**config.mk**
```make
export PLATFORM = sky130hd
export DESIGN_NAME = fetch_pc_stage
export DESIGN_NICKNAME = d
export VERILOG_FILES = /design/src/rtl/fetch_pc_stage.sv
export SDC_FILE = /design/constraint.sdc
export NUM_CORES = 1
export LEC_CHECK = 0
export CORE_MARGIN = 4
export CORE_UTILIZATION = 42
export DETAILED_ROUTE_END_ITERATION = 16
export PLACE_DENSITY = 0.82
export REMOVE_ABC_BUFFERS = 1
export SYNTH_ARGS = -nofsm -noshare
export SYNTH_HDL_FRONTEND = slang
export SYNTH_SLANG_ARGS = --single-unit
export TNS_END_PERCENT = 50
```
**constraint.sdc**
```tcl
create_clock -name clk -period 2.3 [get_ports clk]
set_input_delay 0.46 -clock clk [delete_from_list [all_inputs] [get_ports clk]]
set_output_delay 0.46 -clock clk [all_outputs]
set_load 0.02 [all_outputs]
```
**src/rtl/fetch_pc_stage.sv**
```systemverilog
// fetch_pc_stage
//   Holds the program counter and the IF/ID pipeline register. It fetches from
//   instruction memory over a req/ready handshake. It honours stall_i from the
//   hazard unit and flush_i from exception/ERET logic.
//
// Ports
//   clk, rst_n        clock; synchronous active-low reset
//   next_pc_i         PC chosen by the next-PC selector; loaded on a completed fetch
//   stall_i           hold PC and IF/ID
//   flush_i           redirect to flush_pc_i and drop in-flight work
//   flush_pc_i        redirect target
//   imem_ready_i      memory completes the outstanding request this cycle
//   imem_rdata_i      fetched word, valid with imem_req_o && imem_ready_i
//   imem_req_o        fetch request
//   imem_addr_o       fetch address (always pc_o)
//   pc_o, pc_plus4_o  current PC and PC+4 (combinational, wraps)
//   ifid_*            IF/ID register contents handed to decode
module fetch_pc_stage #(
   parameter logic [31:0] RESET_PC  = 32'h0000_3000,
   parameter logic [31:0] NOP_INSTR = 32'h0000_0000
) (
   input  logic        clk,
   input  logic        rst_n,
   input  logic [31:0] next_pc_i,
   input  logic        stall_i,
   input  logic        flush_i,
   input  logic [31:0] flush_pc_i,
   input  logic        imem_ready_i,
   input  logic [31:0] imem_rdata_i,
   output logic        imem_req_o,
   output logic [31:0] imem_addr_o,
   output logic [31:0] pc_o,
   output logic [31:0] pc_plus4_o,
   output logic [31:0] ifid_pc_o,
   output logic [31:0] ifid_pc4_o,
   output logic [31:0] ifid_instr_o,
   output logic        ifid_valid_o
);

   // BOOT : one idle cycle after reset
   // FETCH: request outstanding at pc_q
   // HOLD : word captured into buf_q while stalled; no request
   // DRAIN: finishing a request that a flush has abandoned
   typedef enum logic [1:0] {ST_BOOT, ST_FETCH, ST_HOLD, ST_DRAIN} state_e;

   state_e      state_q, state_d;
   logic [31:0] pc_q, pc_d;
   logic [31:0] ifid_pc_q, ifid_pc_d;
   logic [31:0] ifid_pc4_q, ifid_pc4_d;
   logic [31:0] ifid_instr_q, ifid_instr_d;
   logic        ifid_valid_q, ifid_valid_d;
   logic [31:0] buf_q, buf_d;
   logic [31:0] redir_q, redir_d;

   logic        xfer;
   logic [31:0] next_pc_al;
   logic [31:0] flush_pc_al;

   // PC targets are always word aligned.
   assign next_pc_al  = next_pc_i  & ~32'h3;
   assign flush_pc_al = flush_pc_i & ~32'h3;
   assign xfer        = imem_req_o && imem_ready_i;

   // ---------------- state register ----------------
   always_ff @(posedge clk) begin
      if (!rst_n) state_q <= ST_BOOT;
      else        state_q <= state_d;
   end

   // ---------------- next state ----------------
   always_comb begin
      state_d = state_q;
      unique case (state_q)
         ST_BOOT:  state_d = ST_FETCH;
         ST_FETCH: begin
            if (imem_ready_i) begin
               if (flush_i)      state_d = ST_FETCH;
               else if (stall_i) state_d = ST_HOLD;
               else              state_d = ST_FETCH;
            end else if (flush_i) begin
               // The request cannot be withdrawn, so it is finished in DRAIN.
               state_d = ST_DRAIN;
            end
         end
         ST_HOLD: begin
            if (flush_i)       state_d = ST_FETCH;
            else if (!stall_i) state_d = ST_FETCH;
         end
         ST_DRAIN: begin
            if (imem_ready_i) state_d = ST_FETCH;
         end
         default: state_d = ST_BOOT;
      endcase
   end

   // ---------------- outputs ----------------
   always_comb begin
      imem_req_o = (state_q == ST_FETCH) || (state_q == ST_DRAIN);
   end

   // ---------------- datapath next values ----------------
   always_comb begin
      pc_d         = pc_q;
      ifid_pc_d    = ifid_pc_q;
      ifid_pc4_d   = ifid_pc4_q;
      ifid_instr_d = ifid_instr_q;
      ifid_valid_d = ifid_valid_q;
      buf_d        = buf_q;
      redir_d      = redir_q;

      unique case (state_q)
         ST_FETCH: begin
            if (flush_i) begin
               // A completing word is discarded. Otherwise the target is
               // remembered until the abandoned request finishes.
               if (xfer) pc_d = flush_pc_al;
               else      redir_d = flush_pc_al;
               ifid_valid_d = 1'b0;
               ifid_instr_d = NOP_INSTR;
            end else if (stall_i) begin
               if (xfer) buf_d = imem_rdata_i;
            end else if (xfer) begin
               ifid_pc_d    = pc_q;
               ifid_pc4_d   = pc_q + 32'd4;
               ifid_instr_d = imem_rdata_i;
               ifid_valid_d = 1'b1;
               pc_d         = next_pc_al;
            end else begin
               ifid_valid_d = 1'b0;
               ifid_instr_d = NOP_INSTR;
            end
         end
         ST_HOLD: begin
            if (flush_i) begin
               pc_d         = flush_pc_al;
               ifid_valid_d = 1'b0;
               ifid_instr_d = NOP_INSTR;
            end else if (!stall_i) begin
               ifid_pc_d    = pc_q;
               ifid_pc4_d   = pc_q + 32'd4;
               ifid_instr_d = buf_q;
               ifid_valid_d = 1'b1;
               pc_d         = next_pc_al;
            end
         end
         ST_DRAIN: begin
            // IF/ID is already a bubble; stall_i plays no part here.
            ifid_valid_d = 1'b0;
            ifid_instr_d = NOP_INSTR;
            if (imem_ready_i)  pc_d    = flush_i ? flush_pc_al : redir_q;
            else if (flush_i)  redir_d = flush_pc_al;
         end
         default: ;
      endcase
   end

   // ---------------- datapath registers ----------------
   always_ff @(posedge clk) begin
      if (!rst_n) begin
         pc_q         <= RESET_PC;
         ifid_pc_q    <= 32'd0;
         ifid_pc4_q   <= 32'd0;
         ifid_instr_q <= NOP_INSTR;
         ifid_valid_q <= 1'b0;
         buf_q        <= 32'd0;
         redir_q      <= 32'd0;
      end else begin
         pc_q         <= pc_d;
         ifid_pc_q    <= ifid_pc_d;
         ifid_pc4_q   <= ifid_pc4_d;
         ifid_instr_q <= ifid_instr_d;
         ifid_valid_q <= ifid_valid_d;
         buf_q        <= buf_d;
         redir_q      <= redir_d;
      end
   end

   assign pc_o         = pc_q;
   assign pc_plus4_o   = pc_q + 32'd4;
   assign imem_addr_o  = pc_q;
   assign ifid_pc_o    = ifid_pc_q;
   assign ifid_pc4_o   = ifid_pc4_q;
   assign ifid_instr_o = ifid_instr_q;
   assign ifid_valid_o = ifid_valid_q;

endmodule

```
### Word-level counts from Yosys, hierarchy flattened

Cells that the tools add are included.

| storage, ports and cells | value |
|---|---|
| flip-flop bits (word level) | 195 |
| bits of input ports | 101 |
| output and inout bits | 194 |
| logic and storage cells | 82 |

| cells by class | value |
|---|---|
| add/subtract/negate cells | 1 |
| eq/ne operators | 15 |
| mux-type cells | 45 |
| bitwise operators | 1 |
| reductions and logical operators | 12 |

Operator list:

| kind | count |
|---|---|
| 32-bit two-way mux | 26 |
| 32-bit case mux with 2 select lines | 3 |
| 32-bit case mux with 3 select lines | 2 |
| 32-bit by 3-bit adder with 32-bit output (second input constant) | 1 |
| 2-bit inequality test (second input constant) | 9 |
| 2-bit two-way mux | 7 |
| 3-bit inequality test (second input constant) | 3 |
| 2-bit case mux with 4 select lines | 1 |
| 4-bit AND reduction | 2 |
| 3-bit AND reduction | 2 |
| 6-bit AND reduction | 1 |
| 1-bit two-way mux | 5 |
| 5-bit AND reduction | 1 |
| 2-bit equality test (second input constant) | 2 |
| 2-bit nonzero test | 2 |
| 1-bit case mux with 3 select lines | 1 |
| 3-bit nonzero test | 1 |
| 2-bit by 1-bit equality test with 1-bit output (second input constant) | 1 |
| 2-bit logical NOT | 1 |
| 1-bit logical AND | 1 |
| 1-bit logical OR | 1 |
| 1-bit NOT | 1 |

### Longest topological paths before layout

Gate-level depths: netlist of the first run.

| depth | value |
|---|---|
| depth after elaboration | 7 |
| depth in mapped cells | 7 |
| mapped depth without buffers | 5 |

### Worst setup path after synthesis of the first run

Ideal clock, no wire load.

| timing path | value |
|---|---|
| path kind | register -> output |
| start point | register pc_q[2], in the netlist imem_addr_o[2] |
| end point | output port pc_plus4_o[28] |
| arrival | 2080 ps |
| data required time | 1840 ps |
| setup slack | -240 ps |
| stages on the path, launching flop included | 6 |
| path buffers | 0 |
| cells stage by stage | dfxtp_1 -> ha_1 -> nand3_1 -> or4_1 -> or4_1 -> nand2_1 |

| on the way | value |
|---|---|
| word-level cells in the longest chain between the ends | 1 |

Ends and longest elaborated chain:

| item | line | text |
|---|---|---|
| from (decl) | 47 | `logic [31:0] pc_q, pc_d;` |
| from (signal assigned) | 168 | `pc_q <= pc_d;` |
| 32-bit by 3-bit adder with 32-bit output | 179 | `assign pc_plus4_o = pc_q + 32'd4;` |
| to (decl) | 33 | `output logic [31:0] pc_plus4_o,` |

No other way between the ends.

### Worst setup path after layout of the first run

| timing path | value |
|---|---|
| start point | register pc_q[9], in the netlist imem_addr_o[9] |
| end point | output port pc_plus4_o[20] |

The elaborated chain is that of the path after synthesis.

==> impl_results.md, run 1 <==
* Status: complete, but fails checks
* Failing checks: negative setup slack
* Row cnt at 53
* WP buf/inv at 2
* R2r worst-path depth at 6
* FILL cells at 1,632
* Async SR Flop Fraction at 0%
* CP endpoint kind: primary output
* Clk_lat worst skew at 0.44 ns
* Met2 Usage GRT at 44.6%
* DRT Pass-1 Iters at 5
* Hold_buf cts at 0
* DRT antenna net count at 0
* Worst slew pin tran at 0.403 ns
* Synthesized area at 9200 µm²
* Die height at 156 µm
* Area delta synth->final at 51.0%
* Worst r2r src: imem_addr_o[9]
* Io pins at 295
* Starting Density at 43.2%
* EDFF count, synth at 0
* Vias in the first global route at 9,506
* Nets at 1,537
* CTS tree: built
* Clock period minus worst slack at 2.70 ns
* Clock skew at 0.0132 ns
* Critical Path Max Stage Delay at 0.50 ns
* H-tree depth at 4
* FF/Latch Area at 3890 µm²
* Max-capacitance violation count at 0
* Die area at 24,300 µm²
* Die W at 156 µm
* Period utilization at 117%
* Dpl ws at -0.515 ns
* WL/cell at 19.4 µm
* Met3 usage at 6.13%
* CTS Buf Count at 17
* Critical path type: flop to primary output
* Crit path DAT at 2.24 ns
* DP HPWL at 22,300 µm
* Initial DRC Count at 879
* First-pass GRT wire length at 50,400 µm
* Levels on crit path at 6
* Hold Fails Final Rpt at 0
* Final number of setup-violating endpoints at 20
* Register area share after synthesis at 42.0%
* Req. time, crit path at 1.84 ns
* DRT Wirelength at 33,500 µm
* Worst setup path end: pc_plus4_o[20]
* Mean Syn Cell Area at 7.96 µm²
* Clock sink count at 193
* DRC at 0
* Final instance area at 13,900 µm²
* Layout cell share with drive strength beyond 1 at 20.9%
* FMAX at 370 MHz
* Hold Crit Class: flop to flop
* Fin worst setup slack at -0.402 ns
* FF+latch count, synth at 193
* Cell variety after synth at 52
* Cell count after synthesis at 1,155
* Gpl congestion at 0.825
* Setup crit start kind: flop
* Slew margin rel. at 72.9%
* Worst r2r dst: ifid_pc4_o[30]
* Max rail drop VDD at 501 µV
* Slew Limit Fails at 0
* Largest net degree at the start of global routing at 59
* PwrDens at 623 nW/µm²
* Clock tree buffer depth at 2
* Final Util at 65.2%
* Root buf cell: clkbuf_16
* Initial antenna violation count at 2
* R2r setup slk at 0.34 ns
* Gr busiest metal: met2
* Post-synth top flop: dfxtp_1
* Setup repair after global routing missed its margin: true
* Vias at 10,000
* Global route overflow at 0
* Crit. Startpoint: imem_addr_o[9]
* Largest delay share family, worst path: simple AND/OR/NAND/NOR gates
* Pleak at 5.04 nW
* Core area at 21,300 µm²
* Worst-path fanout max at 6
* DR vias/cell at 5.81
* Clock transition at path regs at 0.07 ns
* Total power at 8.66 mW
* Placed Area at 12,800 µm²
* Yosys warnings at 0
* Multi-input combinational cell area at 4930 µm²
* Slowest cell on crit path: or4_4
* PortBufs at 290
* Min Hold Slack at 0.455 ns
* All-Layer GR Usage at 25.6%
* Met1 GRT Util at 30.8%
* Cell Chain, Critical Path: nand4_4 -> or3_4 -> buf_4 -> or4_4 -> nand2_2 -> buf_6
## cells by family (layout without fill, tap and decap cells)
kind of cell    after synthesis  in the layout  share of synthesized area [%]
compound gates              385            385                           27.0
other cells                   0              1                              0
flops                       193            193                           42.0
xor+xnor                     15             15                           1.43
buf+inv                     160            453                           8.23
fa+ha+maj                     1              1                          0.136
simple gates                400            400                           21.1
mux                           1              1                          0.109
## worst min-delay path, stage by stage, from the launching register on
cell and delay (ns):
dfxtp_1 0.31, nand2_1 0.05, a21oi_1 0.05
## cell usage in the layout (no fill, tap or decap), types with 4 or more instances in the layout
cell / n
clkdlybuf4s50_1: 262
nand2_1: 204
dfxtp_1: 179
a21oi_1: 159
buf_4: 108
nand3_1: 44
a31oi_1: 41
nand4_1: 39
o31ai_1: 35
a22oi_1: 32
a211oi_1: 32
a21bo_2: 28
nor2b_1: 28
o21ai_0: 27
buf_6: 25
clkbuf_16: 17
buf_12: 16
nor2_1: 13
nand2_2: 12
dfxtp_2: 12
or4_4: 9
o21ba_2: 7
xnor2_2: 7
nand2b_1: 6
inv_6: 6
and3_1: 5
and2_1: 4
xnor2_1: 4
## sequential cells by signal, indices dropped and copies added, names as in the netlist
name	cells
imem_addr_o	32
ifid_instr_o	32
redir_q	32
ifid_valid_o	1
ifid_pc_o	32
state_q	2
ifid_pc4_o	30
buf_q	32
## Yosys cell counts (all sizes together), types with 2 or more instances
cell type / count / area [µm²]
nand4: 40 / 256
and2: 4 / 25.0
nor3b: 3 / 22.5
o21ba: 7 / 70.1
clkbuf: 108 / 407
xor2: 4 / 35.0
nand3: 46 / 230
a22oi: 32 / 240
nor2: 15 / 56.3
a21bo: 28 / 280
o41ai: 2 / 25.0
a31oi: 41 / 257
dfxtp: 193 / 3860
inv: 3 / 11.3
a211oi: 33 / 248
or4: 9 / 93.8
a211o: 4 / 35.0
or4b: 2 / 20.0
nand2b: 6 / 37.5
nor2b: 29 / 181
and4: 4 / 35.0
nand2: 219 / 822
nor4: 3 / 25.0
or3: 4 / 30.0
o211ai: 3 / 22.5
o31ai: 40 / 300
a21oi: 160 / 801
o211a: 3 / 30.0
and3: 7 / 43.8
nor3: 5 / 25.0
o21ai: 28 / 140
buf: 49 / 339
xnor2: 11 / 96.3
## cell type report
cell class / count / share of cell area (%)
clock buffer: 17 / 3.06
multi-input combinational: 802 / 35.5
tap: 275 / 2.48
sequential: 193 / 28.0
inverter: 3 / 0.117
timing repair buffer: 418 / 29.4
clock inverter: 15 / 1.41
antenna: 1 / 0.0180
## how the worst min path moves through the flow
stage / from / endpoint / cells after the start
floorplan: redir_q[12] / redir_q[12] / 2
global placement: redir_q[13] / redir_q[13] / 2
detailed placement: ifid_pc_o[16] / ifid_pc_o[16] / 2
CTS: buf_q[26] / buf_q[26] / 2
global route: ifid_pc_o[23] / ifid_pc_o[23] / 2
finish: redir_q[7] / redir_q[7] / 2
## where the power goes
group          internal, mW  total, mW  switching (mW)
Clock                  1.75       3.17            1.43
Combinational         0.877       1.89            1.01
Sequential             3.49       3.60           0.105
## per-layer routing
| metal | vias to the layer above | wire [µm] |
|---|---|---|
| met5 | - | 21 |
| met2 | 551 | 16700 |
| met1 | 4723 | 12700 |
| li1 | 4651 | - |
| met4 | 4 | 1030 |
| met3 | 82 | 3090 |
## metrics by stage
stage	setup TNS, ns	std cells
global route	-6.30	1723
finish	-5.07	1724
detailed placement	-7.77	1680
CTS	-4.29	1718
global placement	-6.94	1680
floorplan	-489.90	998
## what timing repair did
action,CTS,global route
gates resized for setup,193,36
setup endpoints to repair,28,26
buffers inserted,6,4
gates cloned,0,1
pin swaps,15,12
(Power assumes the default switching activity.)
==> run 2, diff against run 1 <==
--- a/config.mk
+++ b/config.mk
@@ -6,10 +6,11 @@
 export NUM_CORES = 1
 export LEC_CHECK = 0
 export CORE_MARGIN = 4
-export CORE_UTILIZATION = 42
+export CORE_UTILIZATION = 35
 export DETAILED_ROUTE_END_ITERATION = 16
-export PLACE_DENSITY = 0.82
+export PLACE_DENSITY = 0.71
 export REMOVE_ABC_BUFFERS = 1
+export SKIP_LAST_GASP = 1
 export SYNTH_ARGS = -nofsm -noshare
 export SYNTH_HDL_FRONTEND = slang
 export SYNTH_SLANG_ARGS = --single-unit
==> impl_results.md, run 2 (synthesis results as in run 1) <==
* Fin worst setup slack at -0.306 ns
* Die W at 170 µm
* R2r setup slk at 0.43 ns
* Die height at 170 µm
* R2r worst-path depth at 5
* Initial DRC Count at 982
* Clock transition at path regs at 0.07 ns
* Sequential power share at 41.0%
* Row cnt at 59
* DR vias/cell at 5.52
* First-pass GRT wire length at 51,400 µm
* Vias in the first global route at 9,421
* Status: complete, but fails checks
* Vias at 9,889
* PortBufs at 290
* Met1 GRT Util at 28.0%
* DP HPWL at 22,900 µm
* Clock period minus worst slack at 2.61 ns
* Period utilization at 113%
* Area delta synth->final at 52.5%
* Die area at 28,900 µm²
* CTS Buf Count at 17
* Slew margin rel. at 71.3%
* Req. time, crit path at 1.84 ns
* Clock share of power at 37.4%
* Max rail drop VDD at 477 µV
* Met3 usage at 5.71%
* Gpl congestion at 0.830
* Initial antenna violation count at 4
* Root buf cell: clkbuf_16
* Worst-path fanout max at 6
* Failing checks: negative setup slack
* Crit path DAT at 2.15 ns
* All-Layer GR Usage at 22.0%
* Setup_tns at -4.77 ns
* Starting Density at 35.4%
* DRT Wirelength at 33,500 µm
* Io pins at 295
* HP Start: buf_q[30]
* FMAX at 384 MHz
* Pleak at 5.07 nW
* Final cell count without fillers at 1,791
* CTS tree: built
* Final number of setup-violating endpoints at 24
* DRC at 0
* Clock tree buffer depth at 2
* Max-capacitance violation count at 0
* Setup crit start kind: flop
* Hold Crit Class: flop to flop
* DRT Pass-1 Iters at 7
* Largest net degree at the start of global routing at 71
* Clock skew at 0.0134 ns
* WHS Endpoint: buf_q[30]
* Met2 Usage GRT at 35.8%
* Highest-count cells in the layout ignoring fill and taps: clkdlybuf4s50_1 (264), nand2_1 (203), dfxtp_1 (176)
* Layout cell share with drive strength beyond 1 at 20.8%
* Worst slew pin tran at 0.431 ns
* Placed insts at 1,742
* Logic pwr share at 21.6%
* Switching power at 2.52 mW
* DRT antenna net count at 0
* Gr busiest metal: met2
* PwrDens at 626 nW/µm²
* Slew Limit Fails at 0
* Critical path type: flop to primary output
* WL/cell at 18.7 µm
* Commonest non-fill, non-tap cell in the layout: clkdlybuf4s50_1
* Setup repair after global routing missed its margin: true
* Hold Path Depth at 2
* CP endpoint kind: primary output
* Min Hold Slack at 0.454 ns
* Worst r2r src: imem_addr_o[9]
* H-tree depth at 4
* Switching Fraction at 28.7%
* Clock sink count at 193
* Clk_lat worst skew at 0.44 ns
* Nets at 1,543
* Global route overflow at 0
* Internal at 6.26 mW
* Hold Fails Final Rpt at 0
* Core area at 26,000 µm²
* Worst r2r dst: ifid_pc4_o[30]
-- run 2: cell count changes in the layout (fill, tap and decap cells not counted), sizes merged, moves of 2 or more --
cell,change
clkdlybuf4s50,+2
clkbuf,+2
or3,+2
buf,-3
dlygate4sd2,+4
-- run 2: final cells by class --
cell class / count / area [µm²]
diodes: 2 / 5.00
clock buffers: 18 / 439
clock inverters: 14 / 200
fillers: 2332 / 12000
inverters: 3 / 16.3
multi-input cells: 804 / 4940
flip-flops and latches: 193 / 3890
well taps: 335 / 419
repair buffers: 422 / 4120
-- run 2: how the worst max path moves through the flow --
stage / from / end / depth (start not counted)
3_3_place_gp: imem_addr_o[2] / pc_plus4_o[28] / 6
4_1_cts: imem_addr_o[13] / pc_plus4_o[28] / 6
3_5_place_dp: imem_addr_o[3] / pc_plus4_o[28] / 6
2_1_floorplan: state_q[0] / buf_q[0] / 4
5_1_grt: imem_addr_o[13] / pc_plus4_o[28] / 6
6_report: imem_addr_o[9] / pc_plus4_o[30] / 5
-- run 2: metrics by stage --
step	area (µm²)	setup WS (ns)	total power, mW	util [%]
2_1_floorplan	8450	-3.64	4.46	-
3_3_place_gp	12900	-0.502	5.48	49.7
3_5_place_dp	12900	-0.533	5.50	49.7
4_1_cts	13900	-0.370	8.80	53.4
5_1_grt	14000	-0.366	9.10	54.0
6_report	14000	-0.306	8.77	54.0
-- run 2: worst max-delay path, stage by stage, from the launching register on --
cell,delay (ns)
dfxtp_2,0.35
nand4_4,0.16
or3_4,0.47
or4b_4,0.51
nand2_2,0.10
buf_6,0.12
-- run 2: metal layers --
| layer | wire length, µm | vias to the layer above | part of all wire [%] |
|---|---|---|---|
| li1 | - | 4661 | - |
| met1 | 13500 | 4665 | 40 |
| met2 | 15800 | 480 | 47 |
| met3 | 3070 | 75 | 9.2 |
| met4 | 1030 | 8 | 3.1 |
| met5 | 61 | - | 0.18 |
-- run 2: timing repair --
item	4_1_cts	5_1_grt
pin swaps	28	12
cloned	3	0
buffers inserted	10	2
hold buffers	0	0
resized for setup	162	43
endpoints found under the setup margin	28	28
-- run 2: power groups by stage --
stage          Combinational (mW)  Clock, mW  Sequential, mW
3_5_place_dp                 1.84          0            3.66
2_1_floorplan               0.549          0            3.91
6_report                     1.90       3.28            3.60
4_1_cts                      1.88       3.33            3.60
3_3_place_gp                 1.83          0            3.66
5_1_grt                      2.01       3.46            3.62
